[config.mk]
export PLATFORM = sky130hd
export DESIGN_NAME = car_sensor_fsm
export DESIGN_NICKNAME = d
export VERILOG_FILES = /design/src/rtl/car_sensor_fsm.sv
export SDC_FILE = /design/constraint.sdc
export NUM_CORES = 1
export LEC_CHECK = 0
export ABC_AREA = 1
export CORE_MARGIN = 5
export CORE_UTILIZATION = 57
export CTS_CLUSTER_SIZE = 16
export DETAILED_ROUTE_END_ITERATION = 8
export GPL_TIMING_DRIVEN = 1
export PLACE_DENSITY = 0.81
export SETUP_SLACK_MARGIN = 0.15
export SLEW_MARGIN = 40
export SYNTH_ARGS = -nofsm -noshare
export SYNTH_HDL_FRONTEND = slang
export SYNTH_SLANG_ARGS = --single-unit
[constraint.sdc]
create_clock -name clk_i -period 2.2 [get_ports clk_i]
set_input_delay 0.66 -clock clk_i [delete_from_list [all_inputs] [get_ports clk_i]]
set_output_delay 0.66 -clock clk_i [all_outputs]
set_load 0.02 [all_outputs]
[src/rtl/car_sensor_fsm.sv]
// car_sensor_fsm
//   Gate front end for the parking-lot occupancy path. The outer (A) and
//   inner (B) photo-sensor lines are synchronized and debounced. The
//   filtered pair is then followed through complete entry and exit
//   sequences. Each completed sequence produces a one-cycle inc or dec
//   pulse. Partial, reversed or illegal sequences never produce inc/dec.
//
// Ports
//   clk_i       system clock, all state on the rising edge
//   rst_ni      asynchronous reset, active low
//   sensor_a_i  raw outer sensor, 1 = beam blocked, asynchronous to clk_i
//   sensor_b_i  raw inner sensor, 1 = beam blocked, asynchronous to clk_i
//   inc_o       one-cycle pulse, complete entry detected
//   dec_o       one-cycle pulse, complete exit detected
//   err_o       one-cycle pulse, illegal sensor transition detected
//   busy_o      high while the FSM is not in IDLE (registered)
module car_sensor_fsm #(
  parameter int DEBOUNCE = 4
) (
  input  logic clk_i,
  input  logic rst_ni,
  input  logic sensor_a_i,
  input  logic sensor_b_i,
  output logic inc_o,
  output logic dec_o,
  output logic err_o,
  output logic busy_o
);

  localparam int CW = $clog2(DEBOUNCE + 1);
  localparam logic [CW-1:0] CntLast = CW'(DEBOUNCE - 1);

  typedef enum logic [2:0] {
    IDLE, EN1, EN2, EN3, EX1, EX2, EX3, ERR
  } state_e;

  logic          aMeta_q, aSync_q, bMeta_q, bSync_q;
  logic          aFilt_q, aFilt_d, bFilt_q, bFilt_d;
  logic [CW-1:0] aCnt_q, aCnt_d, bCnt_q, bCnt_d;
  logic [1:0]    pairPrev_q, pair;
  logic          changed, goErr;
  state_e        state_q, state_d;
  logic          inc_q, inc_d, dec_q, dec_d, err_q, err_d, busy_q;

  // Two-flop synchronizers for the asynchronous sensor lines.
  always_ff @(posedge clk_i or negedge rst_ni) begin
    if (!rst_ni) begin
      aMeta_q <= 1'b0;
      aSync_q <= 1'b0;
      bMeta_q <= 1'b0;
      bSync_q <= 1'b0;
    end else begin
      aMeta_q <= sensor_a_i;
      aSync_q <= aMeta_q;
      bMeta_q <= sensor_b_i;
      bSync_q <= bMeta_q;
    end
  end

  // Debounce: a filtered bit only follows its synchronized input after the
  // input has disagreed with it for DEBOUNCE consecutive cycles. Any
  // agreement clears the count, so the counter never wraps.
  always_comb begin
    aFilt_d = aFilt_q;
    aCnt_d  = aCnt_q;
    if (aSync_q == aFilt_q) begin
      aCnt_d = '0;
    end else if (aCnt_q == CntLast) begin
      aFilt_d = aSync_q;
      aCnt_d  = '0;
    end else begin
      aCnt_d = aCnt_q + CW'(1);
    end

    bFilt_d = bFilt_q;
    bCnt_d  = bCnt_q;
    if (bSync_q == bFilt_q) begin
      bCnt_d = '0;
    end else if (bCnt_q == CntLast) begin
      bFilt_d = bSync_q;
      bCnt_d  = '0;
    end else begin
      bCnt_d = bCnt_q + CW'(1);
    end
  end

  always_ff @(posedge clk_i or negedge rst_ni) begin
    if (!rst_ni) begin
      aFilt_q <= 1'b0;
      aCnt_q  <= '0;
      bFilt_q <= 1'b0;
      bCnt_q  <= '0;
    end else begin
      aFilt_q <= aFilt_d;
      aCnt_q  <= aCnt_d;
      bFilt_q <= bFilt_d;
      bCnt_q  <= bCnt_d;
    end
  end

  assign pair    = {aFilt_q, bFilt_q};
  assign changed = (pair != pairPrev_q);

  // Sequence tracker. Legal moves step one position along the entry or exit
  // path, in either direction. ERR is left as soon as both beams are clear.
  // This check is level-based, so entering ERR on a change to 00 still
  // returns to IDLE on the next cycle.
  always_comb begin
    state_d = state_q;
    inc_d   = 1'b0;
    dec_d   = 1'b0;
    err_d   = 1'b0;
    goErr   = 1'b0;
    if (state_q == ERR) begin
      if (pair == 2'b00) state_d = IDLE;
    end else if (changed) begin
      unique case (state_q)
        IDLE: begin
          if (pair == 2'b10)      state_d = EN1;
          else if (pair == 2'b01) state_d = EX1;
          else                    goErr   = 1'b1;
        end
        EN1: begin
          if (pair == 2'b11)      state_d = EN2;
          else if (pair == 2'b00) state_d = IDLE;
          else                    goErr   = 1'b1;
        end
        EN2: begin
          if (pair == 2'b01)      state_d = EN3;
          else if (pair == 2'b10) state_d = EN1;
          else                    goErr   = 1'b1;
        end
        EN3: begin
          if (pair == 2'b00) begin
            state_d = IDLE;
            inc_d   = 1'b1;
          end else if (pair == 2'b11) begin
            state_d = EN2;
          end else begin
            goErr = 1'b1;
          end
        end
        EX1: begin
          if (pair == 2'b11)      state_d = EX2;
          else if (pair == 2'b00) state_d = IDLE;
          else                    goErr   = 1'b1;
        end
        EX2: begin
          if (pair == 2'b10)      state_d = EX3;
          else if (pair == 2'b01) state_d = EX1;
          else                    goErr   = 1'b1;
        end
        EX3: begin
          if (pair == 2'b00) begin
            state_d = IDLE;
            dec_d   = 1'b1;
          end else if (pair == 2'b11) begin
            state_d = EX2;
          end else begin
            goErr = 1'b1;
          end
        end
        default: goErr = 1'b1;
      endcase
      if (goErr) begin
        state_d = ERR;
        err_d   = 1'b1;
      end
    end
  end

  // State and registered outputs. The pulses line up with the state update.
  always_ff @(posedge clk_i or negedge rst_ni) begin
    if (!rst_ni) begin
      state_q    <= IDLE;
      pairPrev_q <= 2'b00;
      inc_q      <= 1'b0;
      dec_q      <= 1'b0;
      err_q      <= 1'b0;
      busy_q     <= 1'b0;
    end else begin
      state_q    <= state_d;
      pairPrev_q <= pair;
      inc_q      <= inc_d;
      dec_q      <= dec_d;
      err_q      <= err_d;
      busy_q     <= (state_d != IDLE);
    end
  end

  assign inc_o  = inc_q;
  assign dec_o  = dec_q;
  assign err_o  = err_q;
  assign busy_o = busy_q;

endmodule
==> flow_summary.json, run 1 <==
{
  "global_route.usage.met2": 0.2640,
  "worst-setup-path-type": "reg2out",
  "critPathMaxFanout": 1,
  "cts_setup_buffers": 0,
  "syn_nets": 164,
  "required_ps": 1540,
  "max_stage_delay_ps": 600,
  "drc": 0,
  "internal_power_w": 0.001016,
  "final_cell_mix": "nand2_1, dfrtp_1, inv_1",
  "swShare": 0.5056,
  "syn2layout_area_growth_pct": 8.004,
  "io_pins": 8,
  "fillers": 177,
  "p_seq_frac": 0.326,
  "clkTransAtPathRegs_ps": 120,
  "syn-cell-area_um2": 1235,
  "tns_ps": 0,
  "hpwl_um": 1732,
  "hold_viol_final": 0,
  "grt_start_max_net_pins": 22,
  "synth_top_area_frac": 0.4255,
  "instances_no_fill": 187,
  "drt_pre_antenna_iters": 4,
  "gp_congestion": 0.9817,
  "synthTopCellsByArea": "dfrtp_1, nand2_1, ha_1",
  "synth_top_area_cell": "dfrtp_1",
  "antenna_cells": 0,
  "synth_edf_count": 0,
  "cts_sinks": 21,
  "syn_inst": 151,
  "endpoint_kind": "primary output",
  "slowest_stage": "clkdlybuf4s50_1",
  "cts_tree": "done",
  "rsz0062_at_grt": "false",
  "tightest_slew_ps": 371.9,
  "rows": 16,
  "avgViaCountPerCell": 5.225,
  "crit_path_start_kind": "register",
  "grt_pass1_vias": 953,
  "start_util": 0.6108,
  "cp_top_family": "buffers and inverters",
  "die_h_um": 56.55,
  "dieArea_um2": 3197,
  "synth-async-reset-ratio": 1.000,
  "p_switching_w": 0.001039,
  "power_frac_comb": 0.584,
  "crit_chain": "clkdlybuf4s50_1",
  "insertion_delay_ps": 310,
  "h-tree-depth": 1,
  "dp_cells": 183,
  "min_period_over_period": 0.8711,
  "grt.busiest_layer": "met2",
  "met1_usage": 0.2066,
  "vdd_drop_max_v": 0.0009883,
  "nets": 174,
  "grt_antenna_before_repair": 0,
  "overflow": 0,
  "cts_buffer_depth": 2,
  "ys.flop_type": "dfrtp_1",
  "worstPathArrival_ps": 1260,
  "ant_nets": 0,
  "clockPowerShare": 0.089,
  "skew_ps": 11.73,
  "first_iter_violations": 48,
  "io_buffers": 7,
  "grt_use_total": 0.1617,
  "yosys_warnings": 0,
  "final.min_clock_period_ps": 1916,
  "maxCapViolCount": 0,
  "avgSynthCellArea_um2": 8.178,
  "finalPower_w": 0.002055,
  "outcome": "finished clean",
  "cts-root-buf": "clkbuf_4",
  "core_area_um2": 2022,
  "power_density_nw_per_um2": 1541,
  "fmax_mhz": 521.8,
  "ys_seq_area_frac": 0.4255,
  "routed-via-count": 977,
  "setup_viol": 0,
  "yosys_register_bits": 21,
  "die_w_um": 56.55,
  "leakage_nw": 0.6863,
  "crit_buf_inv": 1,
  "grtUsageMet3": 0.01606,
  "maxSlewHeadroom": 0.7521,
  "grt_pass1_wl_um": 4140,
  "cts_inserted_buffers": 3,
  "synth_cell_type_count": 23,
  "routed_wl_um": 2242,
  "drv_slew": 0,
  "cts_hold_buf": 0,
  "hold_path_class": "reg2reg",
  "layout_commonest_cell": "nand2_1",
  "drive_gt1_frac": 0.1500,
  "wl_per_cell_um": 11.99
}
[per-layer routing]
metal / wire length, um / up-vias
met4: 36 / 0
met3: 157 / 6
met5: 0 / -
met1: 962 / 437
li1: - / 493
met2: 1086 / 41
[per-stage QoR]
stage | cell area, um2 | hold WS, ps | util | setup slack, ps
after floorplan | 1235 | 331.2 | - | 580.6
after global placement | 1304 | 333.8 | 0.6448 | 438.0
after detailed placement | 1304 | 341.8 | 0.6448 | 367.4
after CTS | 1331 | 367.1 | 0.6584 | 276.5
after global routing | 1334 | 390.0 | 0.6597 | 203.1
final | 1334 | 361.0 | 0.6597 | 283.6
[what timing repair did]
| action | in CTS | in global routing |
|---|---|---|
| gates resized for setup | 0 | 2 |
| hold endpoints to repair | 0 | 0 |
| endpoints found under the setup margin | 0 | 1 |
[synthesized netlist by cell type, types with 3 or more instances]
master and number:
nor3_1 5, nor2_1 12, inv_2 4, nand2_2 4, dfrtp_1 21, nor2_2 3
a21oi_1 5, ha_1 9, nand2_1 43, nand3_1 4, inv_1 16, xnor2_1 3
nand4_1 6
[layout make-up]
cell class,count,area (um2),area share
tap,27,33.78,0.02533
sequential,21,528.0,0.3959
multi-input combinational,105,579.3,0.4343
timing repair buffer,8,77.57,0.05816
clock buffer,3,22.52,0.01689
clock inverter,1,5.005,0.003752
inverter,22,87.58,0.06567
[kinds of logic (layout without fill, tap and decap cells)]
logic type      count (synthesis)  count (layout)  share of synthesized area
xor+xnor                        3               3                    0.02128
flops                          21              21                     0.4255
compound gates                 10              10                    0.04357
fa+ha+maj                       9               9                    0.09119
simple gates                   83              83                     0.3131
buf+inv                        25              34                     0.1054
[power by group through the flow]
stage	sequential, W	combinational (W)	clock (W)
floorplan	0.000623	0.00105	0
global placement	0.000668	0.00114	0
detailed placement	0.000679	0.00119	0
CTS	0.000667	0.00120	0.000188
global route	0.000695	0.00138	0.000208
finish	0.000671	0.00120	0.000183
[registers in the layout, indices dropped and copies added, names as in the netlist]
register    flops
err_o           1
inc_o           1
bCnt_q          3
aMeta_q         1
state_q         3
bMeta_q         1
pairPrev_q      2
aFilt_q         1
aSync_q         1
busy_o          1
aCnt_q          3
bSync_q         1
bFilt_q         1
dec_o           1
[final timing paths]
check | from | endpoint | slack [ps] | cells after the start
max | busy_o | busy_o | 280 | 1
min reg2reg | aMeta_q | aSync_q | 360 | 0
min in group asynchronous | rst_ni | bFilt_q | 670 | 2
max in group asynchronous | rst_ni | aFilt_q | 1300 | 2
max reg2reg | bFilt_q | busy_o | 430 | 11
min | aMeta_q | aSync_q | 360 | 0
Power figures use the tool's default switching activity.
==> run 2: changes to the inputs <==
--- a/config.mk
+++ b/config.mk
@@ -7,11 +7,11 @@
 export LEC_CHECK = 0
 export ABC_AREA = 1
 export CORE_MARGIN = 5
-export CORE_UTILIZATION = 57
+export CORE_UTILIZATION = 55
 export CTS_CLUSTER_SIZE = 16
 export DETAILED_ROUTE_END_ITERATION = 8
 export GPL_TIMING_DRIVEN = 1
-export PLACE_DENSITY = 0.81
+export PLACE_DENSITY = 0.79
 export SETUP_SLACK_MARGIN = 0.15
 export SLEW_MARGIN = 40
 export SYNTH_ARGS = -nofsm -noshare
==> run 2 against run 1 <==
  * Sequential cell count stayed put
  * Fmax is 1.1% higher
  * Combinational power hardly changed
  * Clock-buffer cell count is 1 higher
  * Critical path type unchanged
==> flow_summary.json, run 2 (synthesis gave the netlist of run 1 again) <==
{
  "outcome": "finished clean",
  "worstPathArrival_ps": 1240,
  "cp_top_family": "buffers and inverters",
  "ant_nets": 0,
  "critPathMaxFanout": 1,
  "clockPowerShare": 0.087,
  "tightest_slew_ps": 423.5,
  "hold_slack_ps": 366.2,
  "clkTransAtPathRegs_ps": 100,
  "dp_cells": 184,
  "h-tree-depth": 1,
  "hpwl_um": 1656,
  "whs_path_depth": 0,
  "io_buffers": 7,
  "cp.depth": 1,
  "post-route-util": 0.6136,
  "layout_commonest_cell": "nand2_1",
  "hold_viol_final": 0,
  "leakage_nw": 0.6853,
  "slowest_stage": "clkdlybuf4s50_1",
  "max_stage_delay_ps": 600,
  "maxSlewHeadroom": 0.7177,
  "dr.max_layer_used": "met4",
  "antenna_cells": 0,
  "first_iter_violations": 29,
  "die_h_um": 57.39,
  "skew_ps": 0.9619,
  "insertion_delay_ps": 300,
  "syn2layout_area_growth_pct": 7.802,
  "nets": 174,
  "endpoint_kind": "primary output",
  "wl_met3_um": 126,
  "routed-via-count": 968,
  "required_ps": 1540,
  "drive_gt1_frac": 0.1313,
  "vdd_drop_max_v": 0.0009528,
  "core_area_um2": 2170,
  "cts_tree": "done",
  "swShare": 0.5035,
  "cts_sinks": 21,
  "maxCapViolCount": 0,
  "cts_hold_buf": 0,
  "fmax_mhz": 527.7,
  "instances_no_fill": 188,
  "cts_inserted_buffers": 3,
  "grt_start_max_net_pins": 22,
  "crit_chain": "clkdlybuf4s50_1",
  "rows": 17,
  "final.min_clock_period_ps": 1895,
  "cts_buffer_depth": 2,
  "routed_wl_um": 2118,
  "setup_viol": 0,
  "gp_congestion": 0.9199,
  "crit_buf_inv": 1,
  "io_pins": 8,
  "grt_antenna_before_repair": 0,
  "drv_slew": 0,
  "grt_use_total": 0.1491,
  "p_switching_w": 0.001026,
  "r2r_cells": 10,
  "cts-root-buf": "clkbuf_4",
  "dieArea_um2": 3293,
  "tns_ps": 0,
  "start_util": 0.5692,
  "final_cell_mix": "nand2_1, dfrtp_1, inv_1",
  "r2r_setup_slack_ps": 360,
  "rsz0062_at_grt": "false",
  "overflow": 0,
  "route.met2.wl_um": 1001,
  "power_density_nw_per_um2": 1530,
  "p_seq_frac": 0.330,
  "m1WireLength_um": 948,
  "worst-setup-path-type": "reg2out",
  "top_regs": "aCnt_q: 3 flops, bCnt_q: 3 flops, state_q: 3 flops",
  "hold_path_class": "reg2reg",
  "wl_per_cell_um": 11.27,
  "grt_pass1_vias": 933,
  "drc": 0,
  "avgViaCountPerCell": 5.149,
  "post_cts_resized": 0,
  "cts_setup_buffers": 0,
  "finalPower_w": 0.002037,
  "die_w_um": 57.39,
  "min_period_over_period": 0.8614,
  "grt_pass1_wl_um": 3939,
  "crit_path_start_kind": "register",
  "power_frac_comb": 0.583,
  "drt_pre_antenna_iters": 4,
  "internal_power_w": 0.001011
}
run 2: cell types whose count changed in the layout (fill, tap and decap cells not counted), sizes merged:
cell,change
clkbuf,+1
clkinv,-1
run 2: area by class of cell:
cell class / count / area, um2
Fill cell: 204 / 838.3
Multi-Input combinational cell: 105 / 579.3
Sequential cell: 21 / 525.5
Inverter: 22 / 87.58
Timing Repair Buffer: 8 / 77.57
Tap cell: 28 / 35.03
Clock buffer: 4 / 26.28
run 2: final timing paths:
| check | from | to |
|---|---|---|
| worst max-delay path | dec_o | dec_o |
| worst min-delay path | aMeta_q | aSync_q |
| worst max register to register | bFilt_q | busy_o |
| worst min register to register | aMeta_q | aSync_q |
| max in group asynchronous | rst_ni | state_q[0] |
| min in group asynchronous | rst_ni | aCnt_q[0] |
run 2: metrics by stage:
step	setup WS (ps)	cell area (um2)
2_1_floorplan	580.6	1235
3_3_place_gp	452.2	1305
3_5_place_dp	396.2	1305
4_1_cts	289.1	1331
5_1_grt	204.0	1331
6_report	304.9	1331
run 2: power groups by stage:
stage,Clock (W),Sequential (W),Combinational [W]
after floorplan,0,0.000623,0.00105
after global placement,0,0.000667,0.00115
after detailed placement,0,0.000675,0.00118
after CTS,0.000181,0.000666,0.00119
after global routing,0.000201,0.000690,0.00138
final,0.000177,0.000672,0.00119
run 2: routing by layer:
metal,track usage,vias to the layer above
met5,0,-
met4,0.06623,0
met3,0.01810,5
met2,0.2403,34
met1,0.1997,432
li1,-,497
